File: src/rtl/nibble_serial_adder_ctrl_pkg.sv
// rtl/nibble_serial_adder_ctrl_pkg.sv - shared constants and state type for the nibble-serial adder
package nibble_serial_adder_ctrl_pkg;

    localparam int WIDTH   = 32;
    localparam int SLICE   = 4;
    localparam int NSLICES = WIDTH / SLICE;
    localparam int CNT_W   = $clog2(NSLICES);

    typedef enum logic {
        IDLE = 1'b0,
        RUN  = 1'b1
    } state_e;

endpackage

File: src/rtl/nibble_serial_adder_ctrl_rca.sv
// rtl/nibble_serial_adder_ctrl_rca.sv - 4-bit ripple-carry adder slice shared by the serial sequencer
module ripple_carry_adder
    import nibble_serial_adder_ctrl_pkg::*;
(
    input  logic [SLICE-1:0] a,
    input  logic [SLICE-1:0] b,
    input  logic             cin,
    output logic [SLICE-1:0] s,
    output logic             cout
);

    logic c;

    // Ripple the carry through one full adder per bit
    always_comb begin
        c = cin;
        s = '0;
        for (int i = 0; i < SLICE; i++) begin
            s[i] = a[i] ^ b[i] ^ c;
            c    = (a[i] & b[i]) | (c & (a[i] ^ b[i]));
        end
        cout = c;
    end

endmodule

File: src/rtl/nibble_serial_adder_ctrl.sv
// rtl/nibble_serial_adder_ctrl.sv - 32-bit add sequenced one nibble per clock through a shared slice
module nibble_serial_adder_ctrl
    import nibble_serial_adder_ctrl_pkg::*;
(
    input  logic             clk,
    input  logic             rst_n,
    input  logic             start,
    input  logic [WIDTH-1:0] A,
    input  logic [WIDTH-1:0] B,
    input  logic             Cin,
    output logic             busy,
    output logic             done,
    output logic [WIDTH-1:0] S,
    output logic             Cout,
    output logic             ovf
);

    state_e             state_q, state_d;
    logic [CNT_W-1:0]   cnt_q, cnt_d;
    logic [WIDTH-1:0]   opa_q, opa_d;
    logic [WIDTH-1:0]   opb_q, opb_d;
    logic               carry_q, carry_d;
    logic [WIDTH-1:0]   sum_q, sum_d;
    logic               a_msb_q, a_msb_d;
    logic               b_msb_q, b_msb_d;
    logic [WIDTH-1:0]   s_q, s_d;
    logic               cout_q, cout_d;
    logic               ovf_q, ovf_d;
    logic               done_q, done_d;

    logic [SLICE-1:0]   slice_s;
    logic               slice_cout;
    logic [WIDTH-1:0]   sum_next;

    ripple_carry_adder u_slice (
        .a    (opa_q[SLICE-1:0]),
        .b    (opb_q[SLICE-1:0]),
        .cin  (carry_q),
        .s    (slice_s),
        .cout (slice_cout)
    );

    // Newest nibble enters at the top so that after NSLICES shifts nibble 0 sits at the bottom
    assign sum_next = {slice_s, sum_q[WIDTH-1:SLICE]};

    // Next-state, shift/count and result-capture logic
    always_comb begin
        state_d = state_q;
        cnt_d   = cnt_q;
        opa_d   = opa_q;
        opb_d   = opb_q;
        carry_d = carry_q;
        sum_d   = sum_q;
        a_msb_d = a_msb_q;
        b_msb_d = b_msb_q;
        s_d     = s_q;
        cout_d  = cout_q;
        ovf_d   = ovf_q;
        done_d  = 1'b0;

        case (state_q)
            IDLE: begin
                if (start) begin
                    state_d = RUN;
                    cnt_d   = '0;
                    opa_d   = A;
                    opb_d   = B;
                    carry_d = Cin;
                    a_msb_d = A[WIDTH-1];
                    b_msb_d = B[WIDTH-1];
                end
            end
            RUN: begin
                sum_d   = sum_next;
                carry_d = slice_cout;
                opa_d   = opa_q >> SLICE;
                opb_d   = opb_q >> SLICE;
                cnt_d   = cnt_q + 1'b1;
                if (cnt_q == CNT_W'(NSLICES - 1)) begin
                    state_d = IDLE;
                    s_d     = sum_next;
                    cout_d  = slice_cout;
                    ovf_d   = (a_msb_q == b_msb_q) && (sum_next[WIDTH-1] != a_msb_q);
                    done_d  = 1'b1;
                end
            end
            default: state_d = IDLE;
        endcase
    end

    // State and datapath registers; reset discards any in-flight add
    always_ff @(posedge clk or negedge rst_n) begin
        if (!rst_n) begin
            state_q <= IDLE;
            cnt_q   <= '0;
            opa_q   <= '0;
            opb_q   <= '0;
            carry_q <= 1'b0;
            sum_q   <= '0;
            a_msb_q <= 1'b0;
            b_msb_q <= 1'b0;
            s_q     <= '0;
            cout_q  <= 1'b0;
            ovf_q   <= 1'b0;
            done_q  <= 1'b0;
        end else begin
            state_q <= state_d;
            cnt_q   <= cnt_d;
            opa_q   <= opa_d;
            opb_q   <= opb_d;
            carry_q <= carry_d;
            sum_q   <= sum_d;
            a_msb_q <= a_msb_d;
            b_msb_q <= b_msb_d;
            s_q     <= s_d;
            cout_q  <= cout_d;
            ovf_q   <= ovf_d;
            done_q  <= done_d;
        end
    end

    assign busy = (state_q == RUN);
    assign done = done_q;
    assign S    = s_q;
    assign Cout = cout_q;
    assign ovf  = ovf_q;

endmodule

File: config.mk
export PLATFORM = sky130hd
export DESIGN_NAME = nibble_serial_adder_ctrl
export DESIGN_NICKNAME = d
export VERILOG_FILES = /design/src/rtl/nibble_serial_adder_ctrl_pkg.sv /design/src/rtl/nibble_serial_adder_ctrl_rca.sv /design/src/rtl/nibble_serial_adder_ctrl.sv
export SDC_FILE = /design/constraint.sdc
export NUM_CORES = 1
export LEC_CHECK = 0
export ABC_AREA = 1
export CORE_UTILIZATION = 50
export CTS_BUF_LIST = sky130_fd_sc_hd__clkbuf_16
export DETAILED_ROUTE_END_ITERATION = 10
export GPL_TIMING_DRIVEN = 0
export PLACE_DENSITY = 0.85
export SLEW_MARGIN = 15
export SYNTH_ARGS = -nofsm -noshare
export SYNTH_HDL_FRONTEND = slang
export SYNTH_SLANG_ARGS = --single-unit
File: constraint.sdc
create_clock -name clk -period 4.6 [get_ports clk]
set_clock_uncertainty 0.05 [all_clocks]
set_input_delay 0.46 -clock clk [delete_from_list [all_inputs] [get_ports clk]]
set_output_delay 0.46 -clock clk [all_outputs]
set_load 0.005 [all_outputs]
==> results.toml, run 1 <==
[run_status]
status = "complete, but fails checks"
failed_checks = "hold timing"

[worst_setup_path]
cpPeakStageDelay_ns = 0.50
crit_type = "flop to flop"
reg2reg_depth = 11
endpoint_kind = "flop"
critPathSlowestCell = "fa_1"
crit_buf_inv = 4
path_delay_family = "adder cells"
start_kind = "flop"
worstPathMaxFanout = 4
r2r_start = "opa_q[0]$_DFFE_PN0P_"
crit_chain = "fa_1, inv_1, fa_1, inv_1, fa_1, inv_1, fa_1, inv_1, o21ai_0, nand3_1, nand2_1"
arrival_ns = 2.88
rrSetupSlack_ns = 1.97
required_ns = 4.85
r2r-end = "ovf$_DFFE_PN0P_"

[logic_synthesis]
synth_compound_area_frac = 0.0572
syn_area_um2 = 5420
synthMuxAreaShare = 0
async_flop_share = 1.00
avgSynthCellArea_um2 = 8.90
seq_area_frac_synth = 0.618
synth_nets = 683
synth_area_leader_cell = "dfrtp_1"
synthCells = 609
synth_top_cells_by_count = "nand2_1 (277), dfrtp_1 (134), nand3_1 (56)"
yosys-top-cells-area = "dfrtp_1 (62%), nand2_1 (19%), nand3_1 (5.2%)"
synth_xor_area_frac = 0
netlist.area_leader.share = 0.618
yosys.area_share.simple = 0.248
synth_ff_type = "dfrtp_1"
netlist-cell-type-count = 15
synth_edf_count = 0
synth_top_family_by_area = "simple AND/OR/NAND/NOR gates"
synthAdderAreaFrac = 0.0194
yosys_register_bits = 134
ys_warn_count = 0
synth.most_common_cell = "nand2_1"

[power_and_ir_drop]
power_density_nw_per_um2 = 663
total_power_mw = 4.84
ir_drop_mv = 0.297
leakage_nw = 3.53

[grt]
grt_pass1_wl_um = 21900
grt_overflow_total = 0
grt_pass1_vias = 4656
antenna_found_initial = 0
grt_start_max_net_pins = 70
grt_usage = 0.254

[routing]
routed_wirelength_um = 12900
dr_total_vias = 4559
ant_nets = 0
wl_per_cell_um = 14.6
drt-initial-drc-count = 253
via_per_inst = 5.17
drc = 0
firstDrtPassIters = 5

[finish]
layout-drive-gt1-share = 0.0765
nFillCells = 749
diodes = 0
nNetsFinal = 806
design_area_um2 = 7300
final_util = 0.701
multi_input_area_um2 = 1760
regArea_um2 = 3350
final_cells = 881
synthToLayoutAreaGrowth_pct = 34.7

[sta]
setup_violations = 0
setup_slack_ns = 1.97
worst_pin_slew_ns = 0.612
whs_ns = -0.00745
rsz0062_at_grt = "false"
slew_headroom = 0.592
fin_crit_ns = 2.63
fin_tns_setup_ns = 0
drv_slew = 0
fin_crit_sh = 0.571
fmax_ghz = 0.381
hold_viol_final = 20

[flow_run]
maxCapViolCount = 0

[place]
io_buffers = 103
dp_cells = 849
dp_slack_ns = 2.05
gp_congestion = 0.840
hpwl_um = 8950
dpl_cell_area_um2 = 6650

[cts]
cts_root_buffer = "clkbuf_16"
clkTransAtPathRegs_ns = 0.06
post_cts_resized = 0
cts_sinks = 134
post_cts_buffers = 0
cts_hold_buf = 0
cts_tree = "done"
cts_buffer_depth = 2
cts_buffers = 17
htree_levels = 4
clock_latency_ns = 0.41

[floorplan]
die-width_um = 106
start_util = 0.521
ios = 104
coreArea_um2 = 10400
dieArea_um2 = 11300
fp.dieH_um = 106
fp-row-count = 37

[worst_hold_path]
hold_path_class = "input port to async pin"
==> metal layers <==
layer,part of all wire,global-route usage,up-vias
li1,-,-,2157
met1,0.41,0.312,2200
met2,0.51,0.432,171
met3,0.053,0.0466,31
met4,0.028,0.124,0
met5,0,0,-
==> power breakdown <==
group,leakage [nW],switching (mW),internal (mW)
Clock,0.312,0.521,0.966
Sequential,1.75,0.277,1.64
Combinational,1.46,0.792,0.647
Total,3.53,1.59,3.25
==> worst max path at each step <==
| stage | cells past startpoint | slack, ns | startpoint | to |
|---|---|---|---|---|
| after floorplan | 11 | 2.32 | opa_q[0]$_DFFE_PN0P_ | ovf$_DFFE_PN0P_ |
| after global placement | 1 | -1.84 | rst_n | opb_q[13]$_DFFE_PN0P_ |
| after detailed placement | 11 | 2.05 | opa_q[0]$_DFFE_PN0P_ | ovf$_DFFE_PN0P_ |
| after CTS | 11 | 1.97 | opa_q[0]$_DFFE_PN0P_ | ovf$_DFFE_PN0P_ |
| after global routing | 11 | 1.85 | opa_q[0]$_DFFE_PN0P_ | ovf$_DFFE_PN0P_ |
| final | 11 | 1.97 | opa_q[0]$_DFFE_PN0P_ | ovf$_DFFE_PN0P_ |
==> kinds of logic (layout without fill, tap and decap cells) <==
family	count (synthesis)	after routing
buf+inv	71	207
compound gates	61	61
flops	134	134
fa+ha+maj	6	6
simple gates	337	337
==> area by class of cell <==
type                    instances  share of cell area
plain buffers                  32              0.0223
clock buffers                  17              0.0582
clock inverters                15              0.0310
inverters                      39              0.0200
multi-input cells             404               0.241
flip-flops and latches        134               0.459
well taps                     136              0.0233
repair buffers                104               0.145
==> flip-flops by register name, indices dropped and copies added (netlist names) <==
| name | cells |
|---|---|
| Cout | 1 |
| done | 1 |
| opa_q | 32 |
| busy | 1 |
| ovf | 1 |
| opb_q | 32 |
| a_msb_q | 1 |
| S | 32 |
| sum_q | 28 |
| carry_q | 1 |
| cnt_q | 3 |
| b_msb_q | 1 |
==> placed cells by master, fill, tap and decap left out, types with 4 or more instances in the layout <==
cell type	n
buf_2	16
bufinv_16	5
o21ai_0	38
dfrtp_1	134
inv_1	39
clkbuf_16	17
o21ai_1	21
clkbuf_1	10
buf_4	6
clkdlybuf4s50_1	102
fa_1	4
nand2_1	277
nand3_1	56
(Power assumes the default switching activity.)
==> run 2: changes to the inputs <==
clock period = 2.61 ns   (was 4.6 ns; I/O delays follow)
==> run 2 against run 1 <==
  * The flow now finishes without violations
  * Flip-flop and latch count did not move
  * Global-route usage is essentially flat
  * Worst setup slack got worse by 1.8 ns
  * Combinational power grew 78%
  * Fmax grew 5.9%
  * Wire length up 0.43%
  * Via count about the same
  * Sequential power grew 76%
  * Utilization is 0.26 points higher
  * Non-clock buffer count up 2
  * Final cell count increased by 0.23%
  * Die area stayed put
==> results.toml, run 2 (synthesis results as in run 1) <==
[cts]
clock_latency_ns = 0.41
cts_buffers = 17
htree_levels = 4
cts_tree = "done"
cts_sinks = 134
cts_buffer_depth = 2
clkTransAtPathRegs_ns = 0.06
cts_root_buffer = "clkbuf_16"

[grt]
use_met3 = 0.0460
grt_pass1_vias = 4655
top_usage_layer = "met2"
grt_pass1_wl_um = 22000
antenna_found_initial = 0
grt_util_met1 = 0.312
grt_usage = 0.254
use_met2 = 0.434
grt_overflow_total = 0
grt_start_max_net_pins = 70

[finish]
diodes = 0
nFillCells = 749
final_common_cell = "nand2_1"
final_cell_mix = "nand2_1 (277), dfrtp_1 (134), clkdlybuf4s50_1 (102)"
multi_input_area_um2 = 1770
regArea_um2 = 3350
synthToLayoutAreaGrowth_pct = 35.2
nNetsFinal = 808
layout-drive-gt1-share = 0.0843
final_util = 0.704

[floorplan]
dieArea_um2 = 11300
fp-row-count = 37
ios = 104
die-width_um = 106
start_util = 0.521
coreArea_um2 = 10400
fp.dieH_um = 106

[worst_setup_path]
required_ns = 2.86
start_kind = "flop"
endpoint_kind = "flop"
worstPathMaxFanout = 3
arrival_ns = 2.73
crit_type = "flop to flop"

[place]
io_buffers = 103
gp_congestion = 0.840
dp_slack_ns = 0.0622
hpwl_um = 8950

[routing]
drc = 0
firstDrtPassIters = 7
wl_per_cell_um = 14.7
drt-initial-drc-count = 253
ant_nets = 0
dr_total_vias = 4562
via_per_inst = 5.17
routed_wirelength_um = 12900

[sta]
whs_ns = 0.327
setup_violations = 0
fin_crit_sh = 0.950
fin_tns_setup_ns = 0
rsz0062_at_grt = "false"
hold_viol_final = 0
fin_crit_ns = 2.48
setup_slack_ns = 0.130
fmax_ghz = 0.403
drv_slew = 0
worst_pin_slew_ns = 0.610
slew_headroom = 0.593

[power_and_ir_drop]
p_seq_frac = 0.394
total_power_mw = 8.57
switchingPower_mw = 2.81
p_sw_frac = 0.328
pwr-share-clk = 0.306
ir_drop_mv = 0.526
p_int_mw = 5.76
power_density_nw_per_um2 = 1170
leakage_nw = 3.53
comb_power_share = 0.300

[run_status]
status = "finished clean"

[worst_hold_path]
hold_path_class = "input port to flop"

[flow_run]
maxCapViolCount = 0
## run 2: area by class of cell
type                       count  area share
sequential                   134       0.457
multi-input combinational    404       0.241
timing repair buffer         106       0.147
clock buffer                  17      0.0580
clock inverter                15      0.0309
tap                          136      0.0232
buffer                        32      0.0222
inverter                      39      0.0200
## run 2: layer usage
layer	vias up	wire [um]
met5	-	0
met4	0	403
met3	33	628
met2	168	6570
met1	2203	5340
li1	2158	-
## run 2: power by group through the flow
stage	Clock, mW	Sequential [mW]	Combinational, mW
after floorplan	0	3.28	1.45
after global placement	0	3.34	2.37
after detailed placement	0	3.39	2.50
after CTS	2.65	3.37	2.58
after global routing	2.74	3.46	2.92
final	2.62	3.38	2.57
## run 2: critical path, stage by stage (launching register included)
cell and delay [ns]:
dfrtp_1 0.43, fa_2 0.39, inv_1 0.08, fa_2 0.20
inv_1 0.05, fa_2 0.33, inv_2 0.07, fa_2 0.46
inv_1 0.07, o21ai_1 0.08, nand3_1 0.11, nand2_1 0.06
## run 2: final timing paths
path | from | to | slack (ns) | cells past startpoint
max in group asynchronous | rst_n | opb_q[6]$_DFFE_PN0P_ | 1.42 | 3
min reg2reg | opb_q[29]$_DFFE_PN0P_ | opb_q[29]$_DFFE_PN0P_ | 0.44 | 2
min in group asynchronous | rst_n | S[4]$_DFFE_PN0P_ | 0.36 | 2
max reg2reg | opa_q[0]$_DFFE_PN0P_ | ovf$_DFFE_PN0P_ | 0.13 | 11
min | B[29] | opb_q[29]$_DFFE_PN0P_ | 0.33 | 3
max | opa_q[0]$_DFFE_PN0P_ | ovf$_DFFE_PN0P_ | 0.13 | 11
## run 2: repair_timing
| action | CTS | global route |
|---|---|---|
| endpoints found under the setup margin | 1 | 2 |
| hold endpoints to repair | 65 | 0 |
| gates resized for setup | 2 | 4 |
| hold buffers | 1 | 0 |
| setup buffers | 1 | 0 |
| pin swaps | 1 | 2 |
## run 2: stage by stage
stage / cell area [um^2] / std cells
after floorplan: 5420 / 609
after global placement: 6620 / 848
after detailed placement: 6650 / 849
after CTS: 7320 / 883
after global routing: 7330 / 883
final: 7330 / 883
==> run 3: changes to the inputs <==
CORE_UTILIZATION = 47   (was 50)
PLACE_DENSITY = 0.84   (was 0.85)
RECOVER_POWER = 100   (was not set)
clock period = 2.17 ns   (was 2.61 ns; I/O delays follow)
==> run 3 against run 2 <==
  * The flow now finishes with violations (setup timing)
  * Via count up 2.0%
  * First-iteration DRC count up 28%
  * Clock power up 11%
  * Flip-flop and latch count unchanged
  * Cell area down 0.78%
  * Non-clock buffer count up 2
  * Critical path depth unchanged
  * Utilization down 4.4 points
  * Final cell count up 0.68%
  * Combinational power up 17%
  * Fmax up 6.3%
  * Critical endpoint unchanged
  * Highest routed layer unchanged
==> results.toml, run 3 (synthesis results as in run 1) <==
[sta]
fin_tns_setup_ns = -0.444
fin_crit_sh = 1.07
drv_slew = 0
fin_crit_ns = 2.33
worst_pin_slew_ns = 1.17
setup_slack_ns = -0.162
hold_viol_final = 0
setup_violations = 3
fmax_ghz = 0.429
slew_headroom = 0.219
rsz0062_at_grt = "true"

[finish]
synthToLayoutAreaGrowth_pct = 34.1
final_cell_mix = "nand2_1 (277), dfrtp_1 (134), clkdlybuf4s50_1 (66)"
diodes = 0
final_util = 0.659
nFillCells = 849
layout-drive-gt1-share = 0.0788
design_area_um2 = 7270
nNetsFinal = 810
final_common_cell = "nand2_1"

[floorplan]
die-width_um = 109
fp.dieH_um = 109
fp-row-count = 38
dieArea_um2 = 12000
start_util = 0.492
ios = 104
coreArea_um2 = 11000

[routing]
routed_wirelength_um = 13400
firstDrtPassIters = 4
dr_total_vias = 4653
wl_per_cell_um = 15.1
via_per_inst = 5.23
drt-initial-drc-count = 323
ant_nets = 0
drc = 0

[worst_setup_path]
worstPathMaxFanout = 3
arrival_ns = 2.58
required_ns = 2.42
endpoint_kind = "flop"
start_kind = "flop"
r2r_start = "opb_q[0]$_DFFE_PN0P_"
crit_type = "flop to flop"
cp-startpoint = "opb_q[0]$_DFFE_PN0P_"

[grt]
grt_overflow_total = 0
grt_pass1_vias = 4788
grt_usage = 0.248
grt_pass1_wl_um = 22300
antenna_found_initial = 0
grt_start_max_net_pins = 88

[power_and_ir_drop]
leakage_nw = 3.57
comb_power_share = 0.302
switchingPower_mw = 3.40
total_power_mw = 9.97
p_seq_frac = 0.406
p_int_mw = 6.57
p_sw_frac = 0.341
power_density_nw_per_um2 = 1370
pwr-share-clk = 0.292
ir_drop_mv = 0.868

[run_status]
failed_checks = "setup timing"
status = "complete, but fails checks"

[cts]
cts_root_buffer = "clkbuf_16"
clkTransAtPathRegs_ns = 0.06
cts_buffers = 17
cts_buffer_depth = 2
clock_latency_ns = 0.42
htree_levels = 4
cts_tree = "done"
cts_sinks = 134

[worst_hold_path]
hold_path_class = "input port to flop"
hp-start = "B[29]"

[place]
gp_congestion = 0.856
dp_slack_ns = -0.242
io_buffers = 103
hpwl_um = 8980
dpl_cell_area_um2 = 6670

[flow_run]
maxCapViolCount = 0
==> run 3: metal layers <==
| metal | global-route usage | wire [um] | share of wire | vias up |
|---|---|---|---|---|
| li1 | - | - | - | 2161 |
| met1 | 0.286 | 5410 | 0.40 | 2292 |
| met2 | 0.438 | 7000 | 0.52 | 172 |
| met3 | 0.0652 | 694 | 0.052 | 28 |
| met4 | 0.103 | 314 | 0.023 | 0 |
| met5 | 0 | 0 | 0 | - |
==> run 3: worst max-delay path, cell delays in order (launching register included) <==
cell and delay, ns:
dfrtp_1 0.40, fa_2 0.39, inv_2 0.06, fa_2 0.19
inv_2 0.04, fa_2 0.32, inv_2 0.07, fa_1 0.43
inv_1 0.07, o21ai_1 0.06, nand3_1 0.08, nand2_1 0.05
==> run 3: final cells by class <==
type | instances | area [um^2] | area share
sequential | 134 | 3350 | 0.461
multi-input combinational | 404 | 1770 | 0.244
inverter | 39 | 146 | 0.0201
buffer | 32 | 149 | 0.0205
tap | 140 | 175 | 0.0241
clock buffer | 17 | 425 | 0.0585
clock inverter | 15 | 179 | 0.0246
timing repair buffer | 108 | 1070 | 0.148
==> run 3: what timing repair did <==
action,in CTS,in global routing
buffers inserted,3,0
pin swaps,4,1
resized for setup,5,0
hold buffers,1,0
hold endpoints to repair,47,0
endpoints found under the setup margin,3,3
==> run 3: worst paths after layout <==
path                       slack (ns)  cells after the start               endpoint
max in group asynchronous        0.33                      3   opa_q[0]$_DFFE_PN0P_
min in group asynchronous        0.52                      2       S[8]$_DFFE_PN0P_
hold / removal                   0.29                      3  opb_q[29]$_DFFE_PN0P_
hold reg to reg                  0.43                      2      S[30]$_DFFE_PN0P_
setup reg to reg                -0.16                     11        ovf$_DFFE_PN0P_
setup / recovery                -0.16                     11        ovf$_DFFE_PN0P_
==> run 3: metrics by stage <==
stage,std cells,hold WS (ns)
after floorplan,609,-0.129
after global placement,852,0.409
after detailed placement,853,0.132
after CTS,889,0.259
after global routing,889,0.279
final,889,0.285
==> run 3: power groups by stage <==
| stage | clock (mW) | sequential (mW) | combinational, mW |
|---|---|---|---|
| after floorplan | 0 | 3.95 | 1.75 |
| final | 2.91 | 4.05 | 3.01 |
| after global placement | 0 | 4.02 | 2.87 |
| after CTS | 2.94 | 4.05 | 3.17 |
| after global routing | 3.05 | 4.15 | 3.42 |
| after detailed placement | 0 | 4.06 | 3.02 |
